$ cat config.mk
export PLATFORM = sky130hd
export DESIGN_NAME = axi4_lite_master_ctrl_flat
export DESIGN_NICKNAME = d
export VERILOG_FILES = /design/src/rtl/axi4_lite_master_ctrl_pkg.sv /design/src/rtl/axi4_lite_master_ctrl_if.sv /design/src/rtl/axi4_lite_master_ctrl_stall_timer.sv /design/src/rtl/axi4_lite_master_ctrl.sv /design/src/flat_wrapper.sv
export SDC_FILE = /design/constraint.sdc
export NUM_CORES = 1
export LEC_CHECK = 0
export BUFFER_PORTS_ARGS = -buffer_cell sky130_fd_sc_hd__buf_2
export CORE_MARGIN = 2
export CORE_UTILIZATION = 45
export CTS_BUF_LIST = sky130_fd_sc_hd__clkbuf_8
export CTS_CLUSTER_DIAMETER = 50
export CTS_CLUSTER_SIZE = 16
export DETAILED_ROUTE_END_ITERATION = 8
export MAX_ROUTING_LAYER = met4
export PLACE_DENSITY = 0.79
export SLEW_MARGIN = 30
export SYNTH_ARGS = -nofsm -noshare
export SYNTH_HDL_FRONTEND = slang
export SYNTH_SLANG_ARGS = --single-unit
export TNS_END_PERCENT = 1
$ cat constraint.sdc
create_clock -name clk -period 2.7 [get_ports clk]
set_input_delay 0.54 -clock clk [delete_from_list [all_inputs] [get_ports clk]]
set_output_delay 0.54 -clock clk [all_outputs]
set_load 0.01 [all_outputs]
$ cat src/rtl/axi4_lite_master_ctrl_pkg.sv
// -----------------------------------------------------------------------------
// axi4_lite_pkg
// Shared definitions for the command-driven AXI4-Lite master:
//   - AXI response codes (OKAY / EXOKAY / SLVERR / DECERR)
//   - protection field width
//   - write and read channel FSM state encodings
//   - helper to derive the byte-strobe width from the data width
// -----------------------------------------------------------------------------
package axi4_lite_pkg;

  localparam int PROT_W = 3;

  localparam logic [1:0] RESP_OKAY   = 2'b00;
  localparam logic [1:0] RESP_EXOKAY = 2'b01;
  localparam logic [1:0] RESP_SLVERR = 2'b10;
  localparam logic [1:0] RESP_DECERR = 2'b11;

  // Write channel: idle, AW/W beats outstanding, waiting for B.
  typedef enum logic [1:0] {
    W_IDLE = 2'd0,
    W_XFER = 2'd1,
    W_RESP = 2'd2
  } wr_state_e;

  // Read channel: idle, AR beat outstanding, waiting for R.
  typedef enum logic [1:0] {
    R_IDLE = 2'd0,
    R_ADDR = 2'd1,
    R_DATA = 2'd2
  } rd_state_e;

  // One strobe bit per data byte; DATA_W is 32 or 64.
  function automatic int strb_width(input int data_w);
    return data_w / 8;
  endfunction

endpackage

$ cat src/rtl/axi4_lite_master_ctrl_if.sv
// -----------------------------------------------------------------------------
// axi4_lite_master_ctrl_if
// AXI4-Lite bus bundle (AW, W, B, AR, R channels).
//   modport master : drives addresses, data, valids and B/R readies
//   modport slave  : drives AW/W/AR readies and B/R responses
// Parameters: ADDR_W (address width), DATA_W (32 or 64).
// -----------------------------------------------------------------------------
interface axi4_lite_master_ctrl_if #(
  parameter int ADDR_W = 32,
  parameter int DATA_W = 32
) ();
  import axi4_lite_pkg::*;

  localparam int STRB_W = strb_width(DATA_W);

  // AW channel
  logic [ADDR_W-1:0] awaddr;
  logic [PROT_W-1:0] awprot;
  logic              awvalid;
  logic              awready;
  // W channel
  logic [DATA_W-1:0] wdata;
  logic [STRB_W-1:0] wstrb;
  logic              wvalid;
  logic              wready;
  // B channel
  logic [1:0]        bresp;
  logic              bvalid;
  logic              bready;
  // AR channel
  logic [ADDR_W-1:0] araddr;
  logic [PROT_W-1:0] arprot;
  logic              arvalid;
  logic              arready;
  // R channel
  logic [DATA_W-1:0] rdata;
  logic [1:0]        rresp;
  logic              rvalid;
  logic              rready;

  modport master (
    output awaddr, awprot, awvalid,
    input  awready,
    output wdata, wstrb, wvalid,
    input  wready,
    input  bresp, bvalid,
    output bready,
    output araddr, arprot, arvalid,
    input  arready,
    input  rdata, rresp, rvalid,
    output rready
  );

  modport slave (
    input  awaddr, awprot, awvalid,
    output awready,
    input  wdata, wstrb, wvalid,
    output wready,
    output bresp, bvalid,
    input  bready,
    input  araddr, arprot, arvalid,
    output arready,
    output rdata, rresp, rvalid,
    input  rready
  );

endinterface

$ cat src/rtl/axi4_lite_master_ctrl_stall_timer.sv
// -----------------------------------------------------------------------------
// axi4_lite_stall_timer
// Counts consecutive cycles a channel spends busy without any handshake.
// Ports:
//   clk, reset  : clock, asynchronous active-low reset
//   i_enable    : channel is outside IDLE
//   i_clear     : a handshake happened this cycle (progress was made)
//   o_expire    : this is the LIMIT-th stalled cycle; the channel must abort
// Parameter: LIMIT (stall cycles tolerated, >= 1).
// -----------------------------------------------------------------------------
module axi4_lite_stall_timer #(
  parameter int LIMIT = 1024
) (
  input  logic clk,
  input  logic reset,
  input  logic i_enable,
  input  logic i_clear,
  output logic o_expire
);

  localparam int CNT_W = $clog2(LIMIT + 1);

  logic [CNT_W-1:0] r_count;

  always_ff @(posedge clk or negedge reset) begin
    if (!reset) begin
      r_count <= '0;
    end else if (i_clear || !i_enable) begin
      r_count <= '0;
    end else if (r_count != CNT_W'(LIMIT)) begin
      r_count <= r_count + 1'b1;
    end
  end

  // Fires combinationally so the owning FSM aborts on the edge that closes
  // the LIMIT-th stalled cycle; a same-cycle handshake counts as progress.
  assign o_expire = i_enable && !i_clear && (r_count == CNT_W'(LIMIT - 1));

endmodule

$ cat src/rtl/axi4_lite_master_ctrl.sv
// -----------------------------------------------------------------------------
// axi4_lite_master_ctrl
// Command-driven AXI4-Lite master with independent write and read channels.
// Each channel accepts one user command while idle, runs the AXI VALID/READY
// handshakes, then returns the captured response with a one-cycle done pulse.
//
// Ports:
//   clk, reset                    clock, asynchronous active-low reset
//   i_wr_req/addr/data/strb/prot  write command (sampled while o_wr_busy=0)
//   o_wr_busy, o_wr_done          write channel occupied / B-handshake pulse
//   o_wr_resp                     captured BRESP, held until next done
//   i_rd_req/addr/prot            read command (sampled while o_rd_busy=0)
//   o_rd_busy, o_rd_done          read channel occupied / R-handshake pulse
//   o_rd_data, o_rd_resp          captured RDATA/RRESP, held until next done
//   o_timeout_err                 sticky stall-abort flag (timeout build only)
//   m_axi                         AXI4-Lite bus, master modport
//
// Build option AXIL_MST_TIMEOUT_EN: adds a stall timer per channel. After
// TIMEOUT_CYCLES cycles without a handshake the channel drops its valid/ready,
// reports SLVERR with a done pulse and returns to idle. This abandons the bus
// transaction; the interconnect must be reset afterwards.
// -----------------------------------------------------------------------------
module axi4_lite_master_ctrl
  import axi4_lite_pkg::*;
#(
  parameter int ADDR_W         = 32,
  parameter int DATA_W         = 32,
  parameter int TIMEOUT_CYCLES = 1024
) (
  input  logic                      clk,
  input  logic                      reset,
  // write command
  input  logic                      i_wr_req,
  input  logic [ADDR_W-1:0]         i_wr_addr,
  input  logic [DATA_W-1:0]         i_wr_data,
  input  logic [DATA_W/8-1:0]       i_wr_strb,
  input  logic [PROT_W-1:0]         i_wr_prot,
  output logic                      o_wr_busy,
  output logic                      o_wr_done,
  output logic [1:0]                o_wr_resp,
  // read command
  input  logic                      i_rd_req,
  input  logic [ADDR_W-1:0]         i_rd_addr,
  input  logic [PROT_W-1:0]         i_rd_prot,
  output logic                      o_rd_busy,
  output logic                      o_rd_done,
  output logic [DATA_W-1:0]         o_rd_data,
  output logic [1:0]                o_rd_resp,
`ifdef AXIL_MST_TIMEOUT_EN
  output logic                      o_timeout_err,
`endif
  axi4_lite_master_ctrl_if.master   m_axi
);

  localparam int STRB_W = strb_width(DATA_W);

  // ---------------------------------------------------------------------------
  // Write channel registers
  // ---------------------------------------------------------------------------
  wr_state_e         r_wr_state;
  logic [ADDR_W-1:0] r_awaddr;
  logic [PROT_W-1:0] r_awprot;
  logic              r_awvalid;
  logic [DATA_W-1:0] r_wdata;
  logic [STRB_W-1:0] r_wstrb;
  logic              r_wvalid;
  logic              r_bready;
  logic              r_wr_busy;
  logic              r_wr_done;
  logic [1:0]        r_wr_resp;

  // ---------------------------------------------------------------------------
  // Read channel registers
  // ---------------------------------------------------------------------------
  rd_state_e         r_rd_state;
  logic [ADDR_W-1:0] r_araddr;
  logic [PROT_W-1:0] r_arprot;
  logic              r_arvalid;
  logic              r_rready;
  logic              r_rd_busy;
  logic              r_rd_done;
  logic [DATA_W-1:0] r_rd_data;
  logic [1:0]        r_rd_resp;

  // ---------------------------------------------------------------------------
  // Handshake decode
  // ---------------------------------------------------------------------------
  logic w_aw_hs, w_w_hs, w_b_hs, w_ar_hs, w_r_hs;
  logic w_aw_ok, w_w_ok;
  logic w_wr_expire, w_rd_expire;

  assign w_aw_hs = r_awvalid && m_axi.awready;
  assign w_w_hs  = r_wvalid  && m_axi.wready;
  assign w_b_hs  = r_bready  && m_axi.bvalid;
  assign w_ar_hs = r_arvalid && m_axi.arready;
  assign w_r_hs  = r_rready  && m_axi.rvalid;

  // In W_XFER a beat is finished if its valid already dropped (earlier
  // handshake) or it handshakes now; both finished means move on to B.
  assign w_aw_ok = !r_awvalid || m_axi.awready;
  assign w_w_ok  = !r_wvalid  || m_axi.wready;

`ifdef AXIL_MST_TIMEOUT_EN
  logic r_timeout_err;

  axi4_lite_stall_timer #(.LIMIT(TIMEOUT_CYCLES)) u_wr_timer (
    .clk      (clk),
    .reset    (reset),
    .i_enable (r_wr_state != W_IDLE),
    .i_clear  (w_aw_hs || w_w_hs || w_b_hs),
    .o_expire (w_wr_expire)
  );

  axi4_lite_stall_timer #(.LIMIT(TIMEOUT_CYCLES)) u_rd_timer (
    .clk      (clk),
    .reset    (reset),
    .i_enable (r_rd_state != R_IDLE),
    .i_clear  (w_ar_hs || w_r_hs),
    .o_expire (w_rd_expire)
  );

  always_ff @(posedge clk or negedge reset) begin
    if (!reset) begin
      r_timeout_err <= 1'b0;
    end else if (w_wr_expire || w_rd_expire) begin
      r_timeout_err <= 1'b1;
    end
  end

  assign o_timeout_err = r_timeout_err;
`else
  assign w_wr_expire = 1'b0;
  assign w_rd_expire = 1'b0;
`endif

  // ---------------------------------------------------------------------------
  // Write FSM
  // ---------------------------------------------------------------------------
  // NOTE: every state/output register uses <= so all of them see the same
  // pre-edge values; a blocking = here would let later lines see new values.
  always_ff @(posedge clk or negedge reset) begin
    if (!reset) begin
      // Payload registers are reset too: they drive bus outputs directly and
      // must read 0 during reset.
      r_wr_state <= W_IDLE;
      r_awaddr   <= '0;
      r_awprot   <= '0;
      r_awvalid  <= 1'b0;
      r_wdata    <= '0;
      r_wstrb    <= '0;
      r_wvalid   <= 1'b0;
      r_bready   <= 1'b0;
      r_wr_busy  <= 1'b0;
      r_wr_done  <= 1'b0;
      r_wr_resp  <= RESP_OKAY;
    end else begin
      r_wr_done <= 1'b0;
      case (r_wr_state)
        W_IDLE: begin
          if (i_wr_req) begin
            r_awaddr   <= i_wr_addr;
            r_awprot   <= i_wr_prot;
            r_wdata    <= i_wr_data;
            r_wstrb    <= i_wr_strb;
            r_awvalid  <= 1'b1;
            r_wvalid   <= 1'b1;
            r_wr_busy  <= 1'b1;
            r_wr_state <= W_XFER;
          end
        end
        W_XFER: begin
          if (w_aw_hs) r_awvalid <= 1'b0;
          if (w_w_hs)  r_wvalid  <= 1'b0;
          if (w_aw_ok && w_w_ok) begin
            r_bready   <= 1'b1;
            r_wr_state <= W_RESP;
          end
        end
        W_RESP: begin
          if (w_b_hs) begin
            r_wr_resp  <= m_axi.bresp;
            r_wr_done  <= 1'b1;
            r_bready   <= 1'b0;
            r_wr_busy  <= 1'b0;
            r_wr_state <= W_IDLE;
          end
        end
        default: r_wr_state <= W_IDLE;
      endcase
      // Stall abort overrides the state decode; it never coincides with a
      // handshake because any handshake clears the timer.
      if (w_wr_expire) begin
        r_awvalid  <= 1'b0;
        r_wvalid   <= 1'b0;
        r_bready   <= 1'b0;
        r_wr_resp  <= RESP_SLVERR;
        r_wr_done  <= 1'b1;
        r_wr_busy  <= 1'b0;
        r_wr_state <= W_IDLE;
      end
    end
  end

  // ---------------------------------------------------------------------------
  // Read FSM
  // ---------------------------------------------------------------------------
  always_ff @(posedge clk or negedge reset) begin
    if (!reset) begin
      r_rd_state <= R_IDLE;
      r_araddr   <= '0;
      r_arprot   <= '0;
      r_arvalid  <= 1'b0;
      r_rready   <= 1'b0;
      r_rd_busy  <= 1'b0;
      r_rd_done  <= 1'b0;
      r_rd_data  <= '0;
      r_rd_resp  <= RESP_OKAY;
    end else begin
      r_rd_done <= 1'b0;
      case (r_rd_state)
        R_IDLE: begin
          if (i_rd_req) begin
            r_araddr   <= i_rd_addr;
            r_arprot   <= i_rd_prot;
            r_arvalid  <= 1'b1;
            r_rd_busy  <= 1'b1;
            r_rd_state <= R_ADDR;
          end
        end
        R_ADDR: begin
          if (w_ar_hs) begin
            r_arvalid  <= 1'b0;
            r_rready   <= 1'b1;
            r_rd_state <= R_DATA;
          end
        end
        R_DATA: begin
          if (w_r_hs) begin
            r_rd_data  <= m_axi.rdata;
            r_rd_resp  <= m_axi.rresp;
            r_rd_done  <= 1'b1;
            r_rready   <= 1'b0;
            r_rd_busy  <= 1'b0;
            r_rd_state <= R_IDLE;
          end
        end
        default: r_rd_state <= R_IDLE;
      endcase
      if (w_rd_expire) begin
        r_arvalid  <= 1'b0;
        r_rready   <= 1'b0;
        r_rd_resp  <= RESP_SLVERR;
        r_rd_done  <= 1'b1;
        r_rd_busy  <= 1'b0;
        r_rd_state <= R_IDLE;
      end
    end
  end

  // ---------------------------------------------------------------------------
  // Outputs
  // ---------------------------------------------------------------------------
  assign m_axi.awaddr  = r_awaddr;
  assign m_axi.awprot  = r_awprot;
  assign m_axi.awvalid = r_awvalid;
  assign m_axi.wdata   = r_wdata;
  assign m_axi.wstrb   = r_wstrb;
  assign m_axi.wvalid  = r_wvalid;
  assign m_axi.bready  = r_bready;
  assign m_axi.araddr  = r_araddr;
  assign m_axi.arprot  = r_arprot;
  assign m_axi.arvalid = r_arvalid;
  assign m_axi.rready  = r_rready;

  assign o_wr_busy = r_wr_busy;
  assign o_wr_done = r_wr_done;
  assign o_wr_resp = r_wr_resp;
  assign o_rd_busy = r_rd_busy;
  assign o_rd_done = r_rd_done;
  assign o_rd_data = r_rd_data;
  assign o_rd_resp = r_rd_resp;

endmodule

$ cat src/flat_wrapper.sv
// flat-port wrapper written by rule: the top's interface ports become plain ports
module axi4_lite_master_ctrl_flat import axi4_lite_pkg::*;
#(
  parameter int ADDR_W         = 32,
  parameter int DATA_W         = 32,
  parameter int TIMEOUT_CYCLES = 1024
)
  (clk, reset, i_wr_req, i_wr_addr, i_wr_data, i_wr_strb, i_wr_prot, o_wr_busy, o_wr_done, o_wr_resp, i_rd_req, i_rd_addr, i_rd_prot, o_rd_busy, o_rd_done, o_rd_data, o_rd_resp, m_axi_awaddr, m_axi_awprot, m_axi_awvalid, m_axi_awready, m_axi_wdata, m_axi_wstrb, m_axi_wvalid, m_axi_wready, m_axi_bresp, m_axi_bvalid, m_axi_bready, m_axi_araddr, m_axi_arprot, m_axi_arvalid, m_axi_arready, m_axi_rdata, m_axi_rresp, m_axi_rvalid, m_axi_rready);
  axi4_lite_master_ctrl_if #(.ADDR_W(ADDR_W), .DATA_W(DATA_W)) m_axi_i ();
  input  logic clk;
  input  logic reset;
  input  logic i_wr_req;
  input  logic [ADDR_W-1:0] i_wr_addr;
  input  logic [DATA_W-1:0] i_wr_data;
  input  logic [DATA_W/8-1:0] i_wr_strb;
  input  logic [PROT_W-1:0] i_wr_prot;
  output logic o_wr_busy;
  output logic o_wr_done;
  output logic [1:0] o_wr_resp;
  input  logic i_rd_req;
  input  logic [ADDR_W-1:0] i_rd_addr;
  input  logic [PROT_W-1:0] i_rd_prot;
  output logic o_rd_busy;
  output logic o_rd_done;
  output logic [DATA_W-1:0] o_rd_data;
  output logic [1:0] o_rd_resp;
  output wire logic [$bits(m_axi_i.awaddr)-1:0] m_axi_awaddr;
  output wire logic [$bits(m_axi_i.awprot)-1:0] m_axi_awprot;
  output wire logic [$bits(m_axi_i.awvalid)-1:0] m_axi_awvalid;
  input wire logic [$bits(m_axi_i.awready)-1:0] m_axi_awready;
  output wire logic [$bits(m_axi_i.wdata)-1:0] m_axi_wdata;
  output wire logic [$bits(m_axi_i.wstrb)-1:0] m_axi_wstrb;
  output wire logic [$bits(m_axi_i.wvalid)-1:0] m_axi_wvalid;
  input wire logic [$bits(m_axi_i.wready)-1:0] m_axi_wready;
  input wire logic [$bits(m_axi_i.bresp)-1:0] m_axi_bresp;
  input wire logic [$bits(m_axi_i.bvalid)-1:0] m_axi_bvalid;
  output wire logic [$bits(m_axi_i.bready)-1:0] m_axi_bready;
  output wire logic [$bits(m_axi_i.araddr)-1:0] m_axi_araddr;
  output wire logic [$bits(m_axi_i.arprot)-1:0] m_axi_arprot;
  output wire logic [$bits(m_axi_i.arvalid)-1:0] m_axi_arvalid;
  input wire logic [$bits(m_axi_i.arready)-1:0] m_axi_arready;
  input wire logic [$bits(m_axi_i.rdata)-1:0] m_axi_rdata;
  input wire logic [$bits(m_axi_i.rresp)-1:0] m_axi_rresp;
  input wire logic [$bits(m_axi_i.rvalid)-1:0] m_axi_rvalid;
  output wire logic [$bits(m_axi_i.rready)-1:0] m_axi_rready;
  assign m_axi_awaddr = m_axi_i.awaddr;
  assign m_axi_awprot = m_axi_i.awprot;
  assign m_axi_awvalid = m_axi_i.awvalid;
  assign m_axi_i.awready = m_axi_awready;
  assign m_axi_wdata = m_axi_i.wdata;
  assign m_axi_wstrb = m_axi_i.wstrb;
  assign m_axi_wvalid = m_axi_i.wvalid;
  assign m_axi_i.wready = m_axi_wready;
  assign m_axi_i.bresp = m_axi_bresp;
  assign m_axi_i.bvalid = m_axi_bvalid;
  assign m_axi_bready = m_axi_i.bready;
  assign m_axi_araddr = m_axi_i.araddr;
  assign m_axi_arprot = m_axi_i.arprot;
  assign m_axi_arvalid = m_axi_i.arvalid;
  assign m_axi_i.arready = m_axi_arready;
  assign m_axi_i.rdata = m_axi_rdata;
  assign m_axi_i.rresp = m_axi_rresp;
  assign m_axi_i.rvalid = m_axi_rvalid;
  assign m_axi_rready = m_axi_i.rready;
  axi4_lite_master_ctrl #(.ADDR_W(ADDR_W), .DATA_W(DATA_W), .TIMEOUT_CYCLES(TIMEOUT_CYCLES)) u_core (.clk(clk), .reset(reset), .i_wr_req(i_wr_req), .i_wr_addr(i_wr_addr), .i_wr_data(i_wr_data), .i_wr_strb(i_wr_strb), .i_wr_prot(i_wr_prot), .o_wr_busy(o_wr_busy), .o_wr_done(o_wr_done), .o_wr_resp(o_wr_resp), .i_rd_req(i_rd_req), .i_rd_addr(i_rd_addr), .i_rd_prot(i_rd_prot), .o_rd_busy(o_rd_busy), .o_rd_done(o_rd_done), .o_rd_data(o_rd_data), .o_rd_resp(o_rd_resp), .m_axi(m_axi_i));
endmodule
After elaboration in Yosys (flattened, before gate mapping)
Index checks and enable logic that the tools add are counted.
{"block": "totals", "inputBits": 151, "ff_bits": 155, "out_inout_bits": 151, "word_cells": 91}
{"block": "classes", "eq_ne": 12, "muxes": 28, "n_reduce_logical": 31}
{"cell": "$reduce_and 3->1", "count": 9}
{"cell": "$pmux 1 s2", "count": 7}
{"cell": "$mux 1", "count": 13}
{"cell": "$mux 2", "count": 6}
{"cell": "$ne 2x1->1 const B", "count": 6}
{"cell": "$pmux 2 s3", "count": 2}
{"cell": "$reduce_bool 2->1", "count": 6}
{"cell": "$reduce_and 2->1", "count": 4}
{"cell": "$logic_and 1x1->1", "count": 6}
{"cell": "$eq 2x1->1 const B", "count": 2}
{"cell": "$eq 2x2->1 const B", "count": 2}
{"cell": "$logic_not 2->1", "count": 2}
{"cell": "$ne 2x2->1 const B", "count": 2}
{"cell": "$logic_not 1->1", "count": 2}
{"cell": "$logic_or 1x1->1", "count": 2}

Logic depth before layout (Yosys ltp)
{"block": "depth", "word_depth": 5, "depth_mapped": 5}

Least setup slack after synthesis
OpenSTA, ideal clock, no wires.
{"block": "synth_timing", "kind": "input -> register", "from": "input i_wr_req", "to": "register u_core.r_awaddr[0] (netlist: u_core.m_axi.awaddr[0])", "t_arrival_ns": 1.525, "setup_time_ns": 0.125, "path_slack_ns": 1.050, "cell_stages": 5, "required_ns": 2.575, "path_cell_list": "nor2b_1 > and2_1 > buf_2 > buf_2 > mux2_2"}
{"block": "synth_between", "elab_chain_len": 1}
{"element": "start, declared", "line_no": "flat_wrapper.sv:12", "text": "input logic i_wr_req;"}
{"element": "$reduce_and 2->1 (no line)"}
{"element": "end signal, assigned", "line_no": "axi4_lite_master_ctrl.sv:161", "text": "r_awaddr <= i_wr_addr;"}
{"element": "end, declared", "line_no": "axi4_lite_master_ctrl.sv:61", "text": "logic [ADDR_W-1:0] r_awaddr;"}
No other way between the ends.
A chain may end at the register's enable or synchronous reset.

Worst setup path in the final report
{"block": "layout_timing", "from": "register u_core.r_wr_state[1]", "to": "register u_core.r_wdata[11] (netlist: u_core.m_axi.wdata[11])"}
{"block": "layout_between", "elab_chain_len": 2}
{"element": "start, declared", "line_no": "axi4_lite_master_ctrl.sv:60", "text": "wr_state_e r_wr_state;"}
{"element": "start signal, assigned", "line_no": "axi4_lite_master_ctrl.sv:145", "text": "r_wr_state <= W_IDLE;"}
{"element": "start signal, assigned", "line_no": "axi4_lite_master_ctrl.sv:168", "text": "r_wr_state <= W_XFER;"}
{"element": "start signal, assigned", "line_no": "axi4_lite_master_ctrl.sv:176", "text": "r_wr_state <= W_RESP;"}
{"element": "$logic_not 2->1", "line_no": "axi4_lite_master_ctrl.sv:158", "text": "case (r_wr_state)"}
{"element": "$reduce_and 2->1 (no line)"}
{"element": "end signal, assigned", "line_no": "axi4_lite_master_ctrl.sv:163", "text": "r_wdata <= i_wr_data;"}
{"element": "end, declared", "line_no": "axi4_lite_master_ctrl.sv:64", "text": "logic [DATA_W-1:0] r_wdata;"}
No other way between the ends.

==> results.cfg <==
[sta]
slew_headroom_pct = 60.6
final.period_utilization_pct = 71.0
finalSetupViolations = 0
timing_hold_violations_final = 0
worst_clock_skew_ns = 0.0104
rsz_0062_raised_after_global_routing = no
finalCriticalPeriod_ns = 1.92
clock.fmax_ghz = 0.522
worstMarginPinSlew_ns = 0.591
final_max_slew_viol_count = 0
timing.setup.tns_ns = 0

[routing]
drt_pass1_iterations = 4
drc = 0
initialDrtViolationCount = 201
route.detailed.vias_per_inst = 4.81
post_route_antenna_net_violation_count = 0
vias = 4096
drt_wl_total_um = 13700
drt_wl_cell_um = 16.1

[grt]
track_usage_pct = 20.5
grt_start_max_net_pins = 70
grt_pass1_vias = 4465
grt_overflow_total = 0
grt_antenna_before_repair = 0
grt_first_pass_wirelength_um = 21900

[pwr]
power.density_nw_per_um2 = 1200
p_leak_nw = 4.13
net_switching_fraction_of_the_power_pct = 33.3
intPower_mw = 6.42
comb_power_share_pct = 39.9
clkPwrFrac_pct = 17.1
vdd_ir_drop_max_v = 0.000603
sequentialPowerShare_pct = 42.9
power_switching_mw = 3.20

[clock_network]
post_cts_resized = 0
cts_hold_buffers = 0
clock-sinks = 155
max-clock-path-buffers = 2
cts_made_buffers = 17
clk_latency_ns = 0.43
maximum_level_of_the_cts_h_tree = 4
clk_pin_slew_ns = 0.08
cts_root_cell = sky130_fd_sc_hd__clkbuf_8
cts_tree = built
cts.repair_timing.setup_buffer_count = 0

[logic_synthesis]
synth_area_um2 = 5930
yosys_warnings = 0
synth_top_cell_by_area = sky130_fd_sc_hd__dfrtp_1
postSynthAreaPerCell_um2 = 16.7
postSynthNetCount = 505
netlist-cell-type-count = 22
post_synthesis_register_bit_count = 155
synthCells = 354
synth.yosys.seq_area_share_pct = 65.4
netlist_top_cells_area = sky130_fd_sc_hd__dfrtp_1 65%, sky130_fd_sc_hd__mux2_2 22%, sky130_fd_sc_hd__mux2_4 7.1%
yosys.area.top_type_share_pct = 65.4

[worst_setup_path]
timing.critical_path.cells = nor2b_1 -> and2_2 -> buf_4 -> mux2_2
r2r-start = u_core.r_wr_state[1]
crit_path_max_incr_delay_ns = 0.51
cp_num_buf_inv = 1
setup.worst_path.end_class = flip-flop
largest_driver_fanout_on_the_critical_path = 17
path_class = flip-flop to flip-flop
sort_of_element_at_the_start_of_the_critical_path = flip-flop
critPathSlowestCell = sky130_fd_sc_hd__and2_2
crit_family = simple AND/OR/NAND/NOR gates
critPathRequiredTime_ns = 3.02
critical_path_arrival_ns = 2.24
worst_setup_sp = u_core.r_wr_state[1]

[floorplan]
die_height_um = 119
io-pin-count = 302
design.core.area_um2 = 12700
die_w_um = 119
initial_utilization_pct = 46.6
fp.dieArea_um2 = 14100
rows = 41

[cells_and_area]
layout.core_utilization_pct = 63.0
final_net_count = 818
drive_above_1_share_pct = 71.6
fill_cells = 1006
layout-area-overhead-vs-synth_pct = 35.1
antennaDiodeCount = 0

[outcome]
status = finished, final reports clean

[placed_design]
numPortBuffers = 301
dp.final_hpwl_um = 10500
finalWeightedCongestion = 0.909

[job]
maxCapViolations = 0

[hold_path]
holdCritPathClass = input port to async pin
-- per-layer routing --
| layer | vias up | wire length (µm) | global-route usage, % |
|---|---|---|---|
| met5 | - | 0 | - |
| met4 | 0 | 347 | 9.60 |
| met3 | 27 | 775 | 4.54 |
| met2 | 187 | 7320 | 35.3 |
| met1 | 2020 | 5230 | 22.6 |
| li1 | 1862 | - | - |
-- kinds of logic after synthesis --
logic type	after synthesis	synth area share (%)
AND/OR/NAND/NOR	15	1.27
multiplexers	142	28.7
AO/OA/AOI/OAI	18	1.84
flip-flops	155	65.4
buffers and inverters	24	2.72
-- cell type report --
class / instances / area (µm²) / share of cell area [%]
Inverter: 8 / 30.0 / 0.375
Tap cell: 172 / 215 / 2.69
Clock inverter: 13 / 126 / 1.58
Sequential cell: 155 / 3880 / 48.4
Clock buffer: 18 / 248 / 3.09
Timing Repair Buffer: 310 / 1620 / 20.2
Multi-Input combinational cell: 175 / 1900 / 23.7
-- cells in the final DEF, fill, tap and decap left out, types with 6 or more instances in the layout --
cell / n
sky130_fd_sc_hd__o21ai_0: 11
sky130_fd_sc_hd__nand2_1: 6
sky130_fd_sc_hd__mux2_2: 114
sky130_fd_sc_hd__clkbuf_8: 18
sky130_fd_sc_hd__clkinv_2: 6
sky130_fd_sc_hd__buf_4: 6
sky130_fd_sc_hd__dfrtp_1: 155
sky130_fd_sc_hd__buf_2: 300
sky130_fd_sc_hd__inv_1: 8
sky130_fd_sc_hd__mux2_4: 28
-- state kept, by name, indices dropped and copies added (netlist names), 3 cells and up --
signal / cells
u_core.m_axi.araddr: 32
u_core.m_axi.awaddr: 32
u_core.m_axi.wdata: 32
u_core.o_rd_data: 32
u_core.m_axi.wstrb: 4
u_core.m_axi.arprot: 3
u_core.m_axi.awprot: 3
-- metrics by stage --
step                      worst slack, ns  hold slack, ns  area (µm²)  total power, mW  instances
after floorplan                      1.05           0.244        5930             6.33        354
after global placement              0.692           0.459        7640             7.86        820
after detailed placement            0.576           0.464        7640             8.05        820
after CTS                           0.781          0.0149        8010             9.74        851
after global routing                0.658          0.0410        8010             10.2        851
final                               0.784          0.0253        8010             9.62        851
-- path summary, 6_finish.rpt --
path / endpoint / slack (ns) / depth (start not counted)
worst max register to register: u_core.m_axi.wdata[11] / 0.78 / 4
worst max-delay path: u_core.m_axi.wdata[11] / 0.78 / 4
min in group clk: u_core.m_axi.awaddr[26] / 0.33 / 2
worst min register to register: u_core.o_rd_busy / 0.48 / 1
worst min-delay path: u_core.m_axi.wdata[8] / 0.03 / 1
max in group asynchronous: u_core.m_axi.awaddr[1] / 1.92 / 2
-- cells in the mapped netlist --
cell type and instances:
sky130_fd_sc_hd__inv_1 7, sky130_fd_sc_hd__a221o_1 1, sky130_fd_sc_hd__nand4_1 2, sky130_fd_sc_hd__and2_1 1, sky130_fd_sc_hd__nand2_1 6, sky130_fd_sc_hd__a21oi_1 2
sky130_fd_sc_hd__buf_12 3, sky130_fd_sc_hd__a21o_1 2, sky130_fd_sc_hd__mux2_2 114, sky130_fd_sc_hd__dfrtp_1 155, sky130_fd_sc_hd__buf_2 12, sky130_fd_sc_hd__o21ai_0 11
sky130_fd_sc_hd__or3_1 1, sky130_fd_sc_hd__o211a_1 1, sky130_fd_sc_hd__nor2b_1 1, sky130_fd_sc_hd__a311oi_1 1, sky130_fd_sc_hd__nand2b_1 1, sky130_fd_sc_hd__nor3b_1 1
sky130_fd_sc_hd__inv_2 1, sky130_fd_sc_hd__mux2_4 28, sky130_fd_sc_hd__buf_6 1, sky130_fd_sc_hd__nor2_1 2
-- worst reg2reg max path, stage by stage, from the launching register on --
cell	delay, ns
sky130_fd_sc_hd__dfrtp_1	0.45
sky130_fd_sc_hd__nor2b_1	0.24
sky130_fd_sc_hd__and2_2	0.51
sky130_fd_sc_hd__buf_4	0.27
sky130_fd_sc_hd__mux2_2	0.35
-- power by group through the flow --
stage / clock network [mW] / registers [mW] / logic [mW]
CTS: 1.71 / 4.14 / 3.90
global placement: 0 / 4.08 / 3.78
floorplan: 0 / 4.65 / 1.67
global route: 1.81 / 4.27 / 4.11
finish: 1.65 / 4.13 / 3.84
detailed placement: 0 / 4.16 / 3.89
Power figures use the tool's default switching activity.
